[config.mk]
export PLATFORM = sky130hd
export DESIGN_NAME = dcmi_rr_gate
export DESIGN_NICKNAME = d
export VERILOG_FILES = /design/src/rtl/dcmi_rr_gate.sv
export SDC_FILE = /design/constraint.sdc
export NUM_CORES = 1
export LEC_CHECK = 0
export ABC_AREA = 1
export BUFFER_PORTS_ARGS = -buffer_cell sky130_fd_sc_hd__buf_4
export CAP_MARGIN = 30
export CELL_PAD_IN_SITES_DETAIL_PLACEMENT = 2
export CELL_PAD_IN_SITES_GLOBAL_PLACEMENT = 2
export CORE_ASPECT_RATIO = 1.2
export CORE_MARGIN = 2
export CORE_UTILIZATION = 25
export CTS_CLUSTER_SIZE = 24
export DETAILED_ROUTE_END_ITERATION = 10
export PLACE_DENSITY_LB_ADDON = 0.1
export SLEW_MARGIN = 30
export SYNTH_ARGS = -nofsm -noshare
export SYNTH_HDL_FRONTEND = slang
export SYNTH_SLANG_ARGS = --single-unit
[constraint.sdc]
create_clock -name CLK -period 1.55 [get_ports CLK]
set_clock_uncertainty 0.05 [all_clocks]
set_input_delay 0.0775 -clock CLK [delete_from_list [all_inputs] [get_ports CLK]]
set_output_delay 0.0775 -clock CLK [all_outputs]
set_load 0.005 [all_outputs]
[src/rtl/dcmi_rr_gate.sv]
// dcmi_rr_gate: round-robin DCMI gateway with burst limit, sync gap and pixel-clock divider
// Ports:
//   CLK, nRST        global clock, asynchronous active-low reset
//   MDATA -> DATA    data from the granted transmitter, passed straight through
//   DCLK, DCLKEN     divided pixel clock and its one-CLK beat strobe
//   DREQ -> DACK     per-transmitter request / acknowledge (one-hot grant & DREQ)
//   DSYNC            frame sync, high while the granted transmitter is acknowledged
//   GIDX, BUSY       index of current/last grant, high while a grant is held
module dcmi_rr_gate #(
    parameter int M = 4,
    parameter int DW = 8,
    parameter int DIV_BITS = 1,
    parameter int MAX_BURST = 0,
    parameter int GAP = 1,
    localparam int GW = M > 1 ? $clog2(M) : 1
) (
    input  logic          CLK,
    input  logic          nRST,
    output logic [DW-1:0] DATA,
    output logic          DSYNC,
    output logic          DCLK,
    input  logic [DW-1:0] MDATA,
    output logic          DCLKEN,
    input  logic [M-1:0]  DREQ,
    output logic [M-1:0]  DACK,
    output logic [GW-1:0] GIDX,
    output logic          BUSY
);
    localparam int CW = MAX_BURST > 0 ? $clog2(MAX_BURST + 1) : 1;
    localparam int NW = GAP > 0 ? $clog2(GAP + 1) : 1;
    typedef enum logic [1:0] {S_IDLE, S_GRANT, S_GAP} state_t;
    state_t              state_q;
    logic [DIV_BITS-1:0] div_q;
    logic [M-1:0]        grant_q;
    logic [GW-1:0]       gidx_q, ptr_q, pick_d, idx_d, nxt_ptr;
    logic [CW-1:0]       cnt_q;
    logic [NW-1:0]       gcnt_q;
    logic                busy_q, found_d, burst_end, gap_end;
    // first requester at or after ptr, wrapping modulo M
    always_comb begin
        found_d = 1'b0;
        pick_d = '0;
        idx_d = '0;
        for (int k = 0; k < M; k++) begin
            idx_d = GW'((int'(ptr_q) + k) % M);
            if (!found_d && DREQ[idx_d]) begin
                found_d = 1'b1;
                pick_d = idx_d;
            end
        end
    end
    assign nxt_ptr   = GW'((int'(gidx_q) + 1) % M);
    assign burst_end = (MAX_BURST != 0) && (int'(cnt_q) + 1 == MAX_BURST);
    assign gap_end   = int'(gcnt_q) + 1 == GAP;
    always_ff @(posedge CLK or negedge nRST) begin
        if (!nRST) begin
            div_q   <= '0;
            state_q <= S_IDLE;
            grant_q <= '0;
            gidx_q  <= '0;
            ptr_q   <= '0;
            cnt_q   <= '0;
            gcnt_q  <= '0;
            busy_q  <= 1'b0;
        end else begin
            div_q <= div_q + 1'b1;
            if (DCLKEN) begin
                case (state_q)
                    S_IDLE: if (found_d) begin
                        grant_q <= M'(1) << pick_d;
                        gidx_q  <= pick_d;
                        cnt_q   <= '0;
                        busy_q  <= 1'b1;
                        state_q <= S_GRANT;
                    end
                    // the last beat of a limited burst is still transferred on the release edge
                    S_GRANT: if (!DREQ[gidx_q] || burst_end) begin
                        grant_q <= '0;
                        ptr_q   <= nxt_ptr;
                        gcnt_q  <= '0;
                        busy_q  <= 1'b0;
                        state_q <= GAP > 0 ? S_GAP : S_IDLE;
                    end else begin
                        cnt_q <= cnt_q + 1'b1;
                    end
                    S_GAP: begin
                        gcnt_q <= gcnt_q + 1'b1;
                        if (gap_end) state_q <= S_IDLE;
                    end
                    default: state_q <= S_IDLE;
                endcase
            end
        end
    end
    assign DATA   = MDATA;
    assign DCLKEN = &div_q;
    assign DCLK   = div_q[DIV_BITS-1];
    // a dropped request removes DACK/DSYNC without waiting for a beat edge
    assign DACK   = grant_q & DREQ;
    assign DSYNC  = |DACK;
    assign GIDX   = gidx_q;
    assign BUSY   = busy_q;
endmodule

==> results.py <==
metrics = {
    "worst_setup_path": {
        "worstSetupStartpointType": "register",
        "arrival_time_reported_for_the_critical_path_endpoint_ns": 1.71,
        "required_time_worst_endpoint_ns": 1.62,
        "timing.critical_path.fanout_max": 8,
        "cp_cell_sequence": "buf_6, nand2_2, nand2_4, o21ai_4, nand3_2, nand3_4, nor2_4, nand2_1, nand2_1",
        "path_common_cell": "nand2_1",
        "worst-setup-path-type": "reg -> reg",
        "worst-path-buf-inv": 1,
        "crit_path_end_kind": "register",
        "crit_path_max_incr_delay_ns": 0.46,
        "critical-path-top-delay-family": "simple AND/OR/NAND/NOR gates",
        "critical-path-slowest-cell": "dfrtp_2",
    },
    "run": {
        "max-cap-violations": 0,
    },
    "sta": {
        "grt_setup_unrepaired": "yes",
        "timing.hold.ws_ns": 0.105,
        "layout_min_cycle_time_ns": 1.64,
        "timing.fmax_mhz": 610,
        "worst-slew-pin-transition_ns": 0.365,
        "drv_slew": 0,
        "hold_viol_final": 0,
        "post-route-period-util_pct": 106,
        "fin_ws_ns": -0.0898,
        "timing.final.setup_violations": 8,
        "max_slew_margin_pct": 75.7,
    },
    "yosys": {
        "number_of_flops_mapped_to_enable_cells_by_yosys": 0,
        "ys.flop_type": "dfrtp_1",
        "synth_warnings": 0,
        "post_synthesis_net_count": 171,
        "area_share_of_and_or_nand_nor_cells_after_synthesis_pct": 44.7,
        "yosys.cell_types.count": 21,
        "xor_xnor_fraction_of_synth_area_pct": 0.874,
        "synth.cell_area_sq_mm": 0.00100,
        "avgSynthCellArea_sq_um": 6.38,
        "syn_inst": 157,
        "synthMuxAreaShare_pct": 0,
        "synthArstFlopShare_pct": 100,
        "post_synth_fa_ha_maj_area_fraction_pct": 0,
        "synth_top_family_by_area": "simple AND/OR/NAND/NOR gates",
        "seq_area_frac_synth_pct": 32.5,
        "synth_compound_area_share_pct": 6.62,
        "ys_seq_elements": 13,
    },
    "drt": {
        "drt.antenna.violating_nets": 0,
        "post_route_m1_wl_mm": 1.43,
        "totalWireLength_mm": 3.39,
        "detailedRoute.firstIterationViolations": 21,
        "wl_per_cell_microns": 14.6,
        "wl_met2_mm": 1.89,
        "drt_drc_violations_left": 0,
        "vias_per_cell": 4.61,
        "vias": 1070,
        "highest-signal-layer": "met4",
        "met3RoutedLength_microns": 52,
        "firstDrtPassIters": 2,
    },
    "grt": {
        "grt_pass1_wl_mm": 5.29,
        "maximum_number_of_pins_on_one_net_before_global_route_repair": 14,
        "grt_pass1_vias": 1112,
        "grt_antenna_before_repair": 0,
        "overflow": 0,
        "grt.total_usage_pct": 15.6,
    },
    "die": {
        "ioPinCount": 32,
        "die_w_microns": 61.8,
        "floorplan.die.height_microns": 73.4,
        "rows": 25,
        "core_area_sq_mm": 0.00391,
        "initial_core_util_pct": 25.6,
        "die_area_sq_mm": 0.00453,
    },
    "pwr": {
        "report.power.total_w": 0.00318,
        "p_per_area_mw_per_mm2": 2240,
        "vdd_drop_max_mv": 0.792,
        "power_leakage_nw": 0.769,
    },
    "layout": {
        "areaGrowthSynthToFinish_pct": 41.8,
        "drive_gt1_share_pct": 43.3,
        "num-fill-cells": 475,
        "antenna-diode-count": 0,
        "num-nets-final": 193,
        "fin_util_pct": 36.4,
        "final-instance-count-excl-fill": 232,
    },
    "clock_tree": {
        "clk_latency_ns": 0.24,
        "clk_root_buffer_cell": "clkbuf_8",
        "cts_max_path_buffers": 2,
        "cts-buffers-inserted": 3,
        "tritoncts": "done",
        "htree_levels": 1,
        "clock_sinks": 13,
        "clock_slew_at_reported_path_ffs_ns": 0.06,
    },
    "placement": {
        "place_inst": 220,
        "gp_congestion": 0.751,
        "numPortBuffers": 15,
        "hpwl_mm": 2.52,
    },
    "status": {
        "status": "complete, but fails checks",
        "violations": "setup timing",
    },
    "hold_path": {
        "holdCritPathClass": "in -> out",
    },
}
-- final cells by class --
cell class	count	area, sq um	area share, %
multi-input combinational	115	681	47.9
tap	54	67.6	4.75
timing repair inverter	1	5.00	0.352
inverter	17	71.3	5.02
sequential	13	328	23.1
clock buffer	4	45.0	3.17
timing repair buffer	28	224	15.8
-- layout by cell type, fill, tap and decap left out --
master	n
a21boi_2	1
a21oi_1	1
a22oi_1	1
buf_4	24
buf_6	3
clkbuf_1	1
clkbuf_8	3
clkinv_2	1
clkinv_4	1
dfrtp_1	11
dfrtp_2	2
dlygate4sd3_1	1
inv_1	14
inv_2	1
inv_4	1
nand2_1	49
nand2_2	18
nand2_4	7
nand3_1	7
nand3_2	5
nand3_4	1
nand4_1	4
nor2_1	5
nor2_2	2
nor2_4	5
o211ai_1	1
o21ai_0	4
o21ai_1	1
o21ai_2	1
o21ai_4	1
xnor2_1	1
-- repair_timing --
| item | 4_1_cts | 5_1_grt |
|---|---|---|
| resized for setup | 17 | 37 |
| pin swaps | 13 | 15 |
| hold buffers | 1 | 0 |
| setup endpoints to repair | 9 | 9 |
| setup buffers | 3 | 3 |
| endpoints found under the hold margin | 13 | 0 |
| cloned | 0 | 1 |
-- sequential cells by signal (all words and copies together), names as in the netlist --
register / flops
ptr_q: 2
BUSY: 1
gcnt_q: 1
state_q: 2
GIDX: 2
DCLK: 1
grant_q: 4
-- synth_stat cells, types with 2 or more instances --
cell,n,area share (%)
inv_2,2,0.75
dfrtp_1,13,32
nand3_2,3,3.0
nor2_1,9,3.4
buf_4,10,7.5
nand2_1,69,26
nor2_2,3,1.9
inv_1,15,5.6
nand4_1,4,2.5
o21ai_0,5,2.5
nand2_2,5,3.1
nand3_1,10,5.0
-- through the flow --
step	TNS, ns	setup slack [ns]	area [sq um]
floorplan	0	0.147	1000
global placement	-0.243	-0.0689	1140
detailed placement	-0.372	-0.0993	1140
CTS	-0.158	-0.0512	1280
global route	-1.32	-0.172	1420
finish	-0.416	-0.0898	1420
-- cell families (layout without fill, tap and decap cells) --
kind of cell	after synthesis	in the layout
AND/OR/NAND/NOR	103	103
flip-flops	13	13
AO/OA/AOI/OAI	11	11
buffers and inverters	29	50
XOR/XNOR	1	1
-- where the power goes --
group          internal [W]  total (W)  switching (W)
clock              0.000181   0.000297       0.000116
combinational      0.000901    0.00223        0.00133
sequential         0.000482   0.000648       0.000166
-- metal layers --
layer	up-vias	GRT usage (%)
met4	0	2.84
met1	538	19.6
met3	2	2.11
li1	520	-
met5	-	0
met2	10	28.0
-- path summary, 6_finish.rpt --
path                           from          to  slack [ns]  depth (start not counted)
max reg2reg                ptr_q[0]  grant_q[1]       -0.09                          9
max                        ptr_q[0]  grant_q[1]       -0.09                          9
min reg2reg                    BUSY        BUSY        0.44                          2
min in group asynchronous      nRST  state_q[0]        0.17                          2
min                        MDATA[7]     DATA[7]        0.11                          0
max in group asynchronous      nRST    ptr_q[1]        1.10                          2
No activity file was read; power rests on OpenSTA's default activity.
